File: src/rtl/flash_pkg.sv
// Shared types and constants for the parallel-flash word reader.
package flash_pkg;
   typedef enum logic [1:0] {IDLE, ACCESS, DONE} flash_state_t;

   localparam int FLASH_ADDR_W   = 23;
   localparam int BYTES_PER_WORD = 4;
   localparam int FLASH_WAIT_W   = 8;
endpackage

File: src/rtl/flash_reader.sv
// Reads one little-endian 32-bit word from an 8-bit parallel flash as four
// byte accesses, each held WAIT_CYCLES extra clocks before sampling.
module flash_reader
   import flash_pkg::*;
#(
   parameter int ADDR_W      = FLASH_ADDR_W,
   parameter int WAIT_CYCLES = 7
) (
   input  logic              clock,
   input  logic              reset_n,
   input  logic              req,
   input  logic [ADDR_W-1:0] addr,
   output logic              ready,
   output logic [31:0]       rdata,
   output logic              rvalid,
   output logic [ADDR_W-1:0] flash_address,
   input  logic [7:0]        flash_data,
   output logic              flash_cs_n,
   output logic              flash_oe_n,
   output logic              flash_we_n
);

   localparam logic [FLASH_WAIT_W-1:0] WAIT_INIT = FLASH_WAIT_W'(WAIT_CYCLES);
   localparam logic [1:0]              LAST_IDX  = 2'(BYTES_PER_WORD - 1);

   flash_state_t            state, state_next;
   logic [ADDR_W-3:0]       base;
   logic [1:0]              idx;
   logic [FLASH_WAIT_W-1:0] cnt;
   logic [1:0]              unused_addr_lo;

   // Word aligned: the low address bits come from the byte index.
   assign unused_addr_lo = addr[1:0];
   assign ready          = (state == IDLE);
   assign flash_we_n     = 1'b1;

   always_ff @(posedge clock or negedge reset_n) begin
      if (!reset_n) state <= IDLE;
      else          state <= state_next;
   end

   always_comb begin
      state_next = state;
      case (state)
         IDLE:    if (req) state_next = ACCESS;
         ACCESS:  if (cnt == '0 && idx == LAST_IDX) state_next = DONE;
         DONE:    state_next = IDLE;
         default: state_next = IDLE;
      endcase
   end

   always_ff @(posedge clock or negedge reset_n) begin
      if (!reset_n) begin
         base          <= '0;
         idx           <= '0;
         cnt           <= '0;
         rdata         <= '0;
         rvalid        <= 1'b0;
         flash_address <= '0;
         flash_cs_n    <= 1'b1;
         flash_oe_n    <= 1'b1;
      end else begin
         rvalid <= 1'b0;
         case (state)
            IDLE: if (req) begin
               base          <= addr[ADDR_W-1:2];
               flash_address <= {addr[ADDR_W-1:2], 2'b00};
               idx           <= '0;
               cnt           <= WAIT_INIT;
               flash_cs_n    <= 1'b0;
               flash_oe_n    <= 1'b0;
            end
            ACCESS: begin
               if (cnt != '0) begin
                  cnt <= cnt - 1'b1;
               end else begin
                  rdata[8*idx +: 8] <= flash_data;
                  if (idx != LAST_IDX) begin
                     // Only the byte lane bits advance; no carry into the word address.
                     idx           <= idx + 2'd1;
                     flash_address <= {base, idx + 2'd1};
                     cnt           <= WAIT_INIT;
                  end else begin
                     flash_cs_n <= 1'b1;
                     flash_oe_n <= 1'b1;
                     rvalid     <= 1'b1;
                  end
               end
            end
            default: ;
         endcase
      end
   end

endmodule

File: config.mk
export PLATFORM = sky130hd
export DESIGN_NAME = flash_reader
export DESIGN_NICKNAME = d
export VERILOG_FILES = /design/src/rtl/flash_pkg.sv /design/src/rtl/flash_reader.sv
export SDC_FILE = /design/constraint.sdc
export NUM_CORES = 1
export LEC_CHECK = 0
export ABC_AREA = 1
export BUFFER_PORTS_ARGS = -buffer_cell sky130_fd_sc_hd__buf_4
export CAP_MARGIN = 15
export CORE_MARGIN = 3
export CORE_UTILIZATION = 45
export CTS_CLUSTER_DIAMETER = 200
export DETAILED_ROUTE_END_ITERATION = 6
export GPL_TIMING_DRIVEN = 0
export PLACE_DENSITY = 0.71
export SLEW_MARGIN = 40
export SYNTH_ARGS = -nofsm -noshare
export SYNTH_HDL_FRONTEND = slang
export SYNTH_SLANG_ARGS = --single-unit
File: constraint.sdc
create_clock -name clock -period 2.5 [get_ports clock]
set_clock_uncertainty 0.05 [all_clocks]
set_input_delay 0.125 -clock clock [delete_from_list [all_inputs] [get_ports clock]]
set_output_delay 0.125 -clock clock [all_outputs]
set_load 0.03 [all_outputs]
==> results of run 1 <==
[cells by family (layout without fill, tap and decap cells)]
logic type / Yosys count / after routing / share of synthesized area, %
and+or+nand+nor: 264 / 264 / 27.78
DFF: 88 / 88 / 51.66
buffers and inverters: 84 / 207 / 8.830
AOI/OAI and AO/OA: 82 / 82 / 9.886
adders and majority gates: 6 / 6 / 1.760
other: 1 / 1 / 0.08792
[registers in the layout, summed over array words and instances (netlist names)]
name / count
rvalid: 1
base: 21
flash_oe_n: 1
cnt: 8
state: 2
flash_address: 23
rdata: 32
[metrics by stage]
stage | power, mW | hold slack, ps | setup slack, ps | instances | cell area (um2)
finish | 6.472 | 6.840 | 401.6 | 774 | 5477
global route | 6.983 | 9.736 | 222.5 | 774 | 5477
CTS | 6.505 | 6.610 | 212.9 | 774 | 5473
detailed placement | 5.477 | 200.9 | 242.8 | 741 | 5102
global placement | 5.379 | 299.2 | 294.8 | 741 | 5099
floorplan | 4.406 | -220.6 | 445.0 | 525 | 4265
[power by group]
part / internal (mW) / total, mW / switching, mW
clock network: 0.471 / 1.00 / 0.533
logic: 1.07 / 3.15 / 2.09
registers: 1.99 / 2.31 / 0.327
[area by class of cell]
class | count | share of cell area [%]
plain buffers | 27 | 2.947
clock buffers | 9 | 2.262
clock inverters | 7 | 1.394
inverters | 57 | 3.952
multi-input cells | 353 | 30.77
flip-flops and latches | 88 | 40.23
well taps | 126 | 2.879
repair buffers | 107 | 15.56
[worst paths after layout]
| kind | start | end | slack, ps | depth (start not counted) |
|---|---|---|---|---|
| setup / recovery | flash_address[0] | rdata[2] | 400 | 9 |
| hold / removal | addr[18] | base[16] | 7 | 3 |
| setup reg to reg | flash_address[0] | rdata[2] | 400 | 9 |
| hold reg to reg | flash_address[7] | flash_address[7] | 430 | 2 |
| max in group asynchronous | reset_n | rdata[18] | 1560 | 2 |
| min in group asynchronous | reset_n | rvalid | 310 | 2 |
[worst min-delay path: stages]
cell and delay, ps:
buf_4 100, inv_1 50, o21ai_0 90
[layer usage]
layer  up-vias  track usage [%]  routed length, um  share of wire [%]
met5         -                0                  0                  0
met4         0            6.574                114                1.1
met3        11            2.280                484                4.6
met2        85            33.53               5276                 50
met1      1777            29.09               4681                 44
li1       1920                -                  -                  -
[placed cells by master (no fill, tap or decap)]
master	n
ha_1	6
a21oi_1	2
clkbuf_8	10
inv_4	1
bufinv_16	1
dlygate4sd3_1	17
buf_2	8
o21ai_1	20
nor3_1	4
buf_4	92
nand2_4	3
o21ai_4	1
nand2_2	1
clkinv_2	1
inv_6	3
conb_1	1
clkbuf_1	9
inv_2	2
dfstp_2	1
nor2_4	5
nand3_4	1
clkbuf_2	1
nand4_1	33
nand2_1	174
nor4_1	5
clkinvlp_4	2
dfrtp_1	87
nand3_1	10
inv_1	54
buf_1	1
nor2_2	2
buf_6	5
o21ai_0	59
nor2_1	26
[repair_timing]
action | in CTS | in global routing
endpoints found under the hold margin | 103 | 0
gates resized for setup | 0 | 2
endpoints found under the setup margin | 0 | 1
hold buffers | 17 | 0
==> impl_metrics.ini, run 1 <==
[floorplan]
core_region_area_mm2 = 0.008976
die_y_um = 103.4
start_util_pct = 47.52
core.rowCount = 34
die_area_mm2 = 0.01068
die_x_um = 103.4
io_pins = 94

[route]
via_per_inst = 4.901
drt_iter0_drc = 149
antenna_left = 0
route.detailed.drc = 0
routed_wl_um = 10560
vias = 3793
wl_per_cell_um = 13.64
drt_pass1_iterations = 4

[finish]
drive_above_1_share_pct = 21.60
final_nets = 683
utilization_pct = 61.01
regArea_mm2 = 0.002203
n_antenna_cell = 0
num-fill-cells = 816
multi_input_area_mm2 = 0.001685
area_growth_pct = 28.40

[clocking]
cts_setup_buffers = 0
cts_tree = done
h-tree-depth = 3
cts.clk_slew.worst_paths_ps = 100
clk_latency_ps = 350
numCtsBuffers = 9
cts_root_buf = clkbuf_8
clock-sinks = 88
cts_buffer_depth = 2

[critical_path]
crit_buf_inv = 4
end_kind = flip-flop
cp-start-kind = flip-flop
crit_arrival_ps = 2330
cp.required_ps = 2740
path_class = reg -> reg
slowest_delay_ps = 430
crit_family = buffers and inverters
crit_chain = inv_1, clkbuf_2, ha_1, inv_1, buf_2, nand3_1, nor2_1, nand2_1, nand2_1
path_max_fanout = 12
slowest_stage = dfrtp_1

[global_routing]
grt_pass1_vias = 3696
grt_max_degree = 89
grt.overflow.total = 0
grt_use_total_pct = 20.65
grt_first_pass_wirelength_um = 17430
antenna_found_initial = 0

[logic_synthesis]
synth_top_cell_area_share_pct = 51.04
ys.flop_type = dfrtp_1
synth_cell_types = 27
async_flop_share_pct = 100.0
syn_nets = 565
synth_top_area_cell = dfrtp_1
ys_seq_area_share_pct = 51.66
synth_edf_count = 0
synth_most_common_cell = nand2_1
avgSynthCellArea_um2 = 8.124
synthTopCellsByArea = dfrtp_1 51%, nand2_1 15%, o21ai_0 6.9%
ys_ff_latch = 88
postSynthCellCount = 525
synthesis.area_mm2 = 0.004265
synth_commonest_cells = 174 x nand2_1, 87 x dfrtp_1, 59 x o21ai_0
yosysWarningCount = 0

[sta]
min_period_ps = 2098
maxSlewHeadroom_pct = 52.43
slew_violations = 0
rsz0062_at_grt = no
hold_viol_final = 0
setup_viol = 0
fin_tns_setup_ps = 0
fin_crit_sh_pct = 83.94
fmax_mhz = 476.5
worst_slew_pin_slew_ps = 713.6

[worst_hold_path]
hp-class = in -> reg

[job]
cap_violations = 0

[status]
outcome = finished, final reports clean

[pwr]
peakVddDrop_v = 0.0004698
power.density_mw_per_mm2 = 1182
power_leakage_nw = 2.649

[placement]
dp_hpwl_um = 7487
portBuffers = 90
gp_congestion = 0.8974
Power figures use the tool's default switching activity.
==> inputs of run 2 (changes only) <==
==> constraint.sdc (replaced) <==
create_clock -name clock -period 2 [get_ports clock]
set_clock_uncertainty 0.05 [all_clocks]
set_input_delay 0.1 -clock clock [delete_from_list [all_inputs] [get_ports clock]]
set_output_delay 0.1 -clock clock [all_outputs]
set_load 0.03 [all_outputs]
==> impl_metrics.ini, run 2 (synthesized netlist as in run 1, its figures left out) <==
[status]
outcome = finished, final reports clean

[floorplan]
die_y_um = 103.4
die_x_um = 103.4
start_util_pct = 47.52
core.rowCount = 34
io_pins = 94
die_area_mm2 = 0.01068
core_region_area_mm2 = 0.008976

[finish]
reg_top3 = rdata x32, flash_address x23, base x21
multi_input_area_mm2 = 0.001707
regArea_mm2 = 0.002205
design_area_mm2 = 0.005548
utilization_pct = 61.81
num-fill-cells = 784
final_nets = 685
largest_reg_flops = 32
area_growth_pct = 30.07
drive_above_1_share_pct = 21.91
final_cell_mix = 174 x nand2_1, 93 x buf_4, 86 x dfrtp_1, 58 x o21ai_0, 54 x inv_1
n_antenna_cell = 0
layout_commonest_cell = nand2_1
top_register = rdata

[global_routing]
grt.overflow.total = 0
top_usage_layer = met2
use_met2_pct = 34.02
grt_use_total_pct = 20.24
gr-usage-met3_pct = 3.152
grt_pass1_vias = 3802
grt_first_pass_wirelength_um = 17130
grt_max_degree = 89
antenna_found_initial = 0
grt_util_met1_pct = 26.23

[pwr]
combPwrFrac_pct = 48.3
p_int_mw = 4.681
power_leakage_nw = 2.680
p_seq_share_pct = 34.8
power.density_mw_per_mm2 = 1500
switchingPower_mw = 3.639
p_sw_share_pct = 43.74
peakVddDrop_v = 0.0006264
clkPwrFrac_pct = 16.9

[sta]
worst_slew_pin_slew_ps = 690.5
setup_viol = 0
fin_crit_sh_pct = 95.56
maxSlewHeadroom_pct = 53.97
hold_viol_final = 0
slew_violations = 0
fmax_mhz = 523.2
fin_tns_setup_ps = 0
min_period_ps = 1911

[placement]
dp_hpwl_um = 7515
postPlaceCellArea_mm2 = 0.005104
portBuffers = 90
gp_congestion = 0.8976

[critical_path]
path_max_fanout = 12
end_kind = flip-flop
cp-start-kind = flip-flop
path_class = reg -> reg
crit_arrival_ps = 2150
cp.required_ps = 2240

[clocking]
cts.clk_slew.worst_paths_ps = 80
numCtsBuffers = 9
cts_root_buf = clkbuf_8
clk_latency_ps = 340
h-tree-depth = 3
cts_tree = done
cts_buffer_depth = 2
clock-sinks = 88

[route]
route.detailed.drc = 0
drt_pass1_iterations = 5
routed_wl_um = 10440
antenna_left = 0
via_per_inst = 4.978
drt_iter0_drc = 171
wl_per_cell_um = 13.49
vias = 3853

[job]
cap_violations = 0

[worst_hold_path]
hp-class = in -> reg
[run 2: changes by cell type in the layout (fill, tap and decap cells not counted), sizes merged]
cell | before | now
bufinv | 1 | 3
inv | 60 | 57
clkinvlp | 2 | 0
clkbuf | 20 | 21
dlygate4sd3 | 17 | 19
[run 2: stage by stage]
stage                     power [mW]  std cells  hold slack, ps  setup WS, ps
after detailed placement       6.857        741           169.9        -60.06
after global placement         6.728        741           271.0        -20.00
after floorplan                5.510        525          -245.6         38.90
after global routing           8.930        774           22.01        -27.50
final                          8.319        774           11.52         88.84
after CTS                      8.317        774           1.592         8.274
[run 2: per-layer routing]
layer | vias up | routed length [um]
li1 | 1926 | -
met1 | 1816 | 4536
met2 | 97 | 5298
met3 | 14 | 428
met4 | 0 | 177
met5 | - | 0
[run 2: what timing repair did]
item                                    in CTS  in global routing
gates resized for setup                      2                  9
hold buffers                                19                  0
endpoints found under the hold margin      105                  0
endpoints found under the setup margin       8                 36
buffers inserted                             0                  0
[run 2: worst max-delay path, stage by stage (launching register included)]
cell      delay [ps]
dfrtp_2          420
inv_1            110
buf_4            190
ha_1             340
inv_1             80
clkbuf_4         200
nor4_1           300
nand2_1          100
nand2_1           80
[run 2: path summary, 6_finish.rpt]
| kind | from | end | slack, ps | cells after the start |
|---|---|---|---|---|
| setup / recovery | flash_address[0] | rdata[9] | 90 | 8 |
| hold reg to reg | flash_address[3] | flash_address[3] | 430 | 2 |
| min in group asynchronous | reset_n | base[15] | 280 | 2 |
| setup reg to reg | flash_address[0] | rdata[9] | 90 | 8 |
| max in group asynchronous | reset_n | flash_address[0] | 1070 | 2 |
| hold / removal | addr[16] | base[14] | 10 | 3 |
[run 2: power by group through the flow]
stage          Combinational (mW)  Sequential (mW)  Clock [mW]
6_report                     4.02             2.89        1.41
5_1_grt                      4.45             2.98        1.51
4_1_cts                      3.99             2.90        1.44
3_5_place_dp                 3.93             2.93           0
3_3_place_gp                 3.83             2.90           0
2_1_floorplan                1.85             3.66           0
[run 2: cell type report]
cell class / instances / area share (%)
inverter: 57 / 3.902
buffer: 27 / 3.022
sequential: 88 / 39.74
clock inverter: 4 / 1.714
timing repair buffer: 109 / 15.72
clock buffer: 10 / 2.300
tap: 126 / 2.842
multi-input combinational: 353 / 30.76
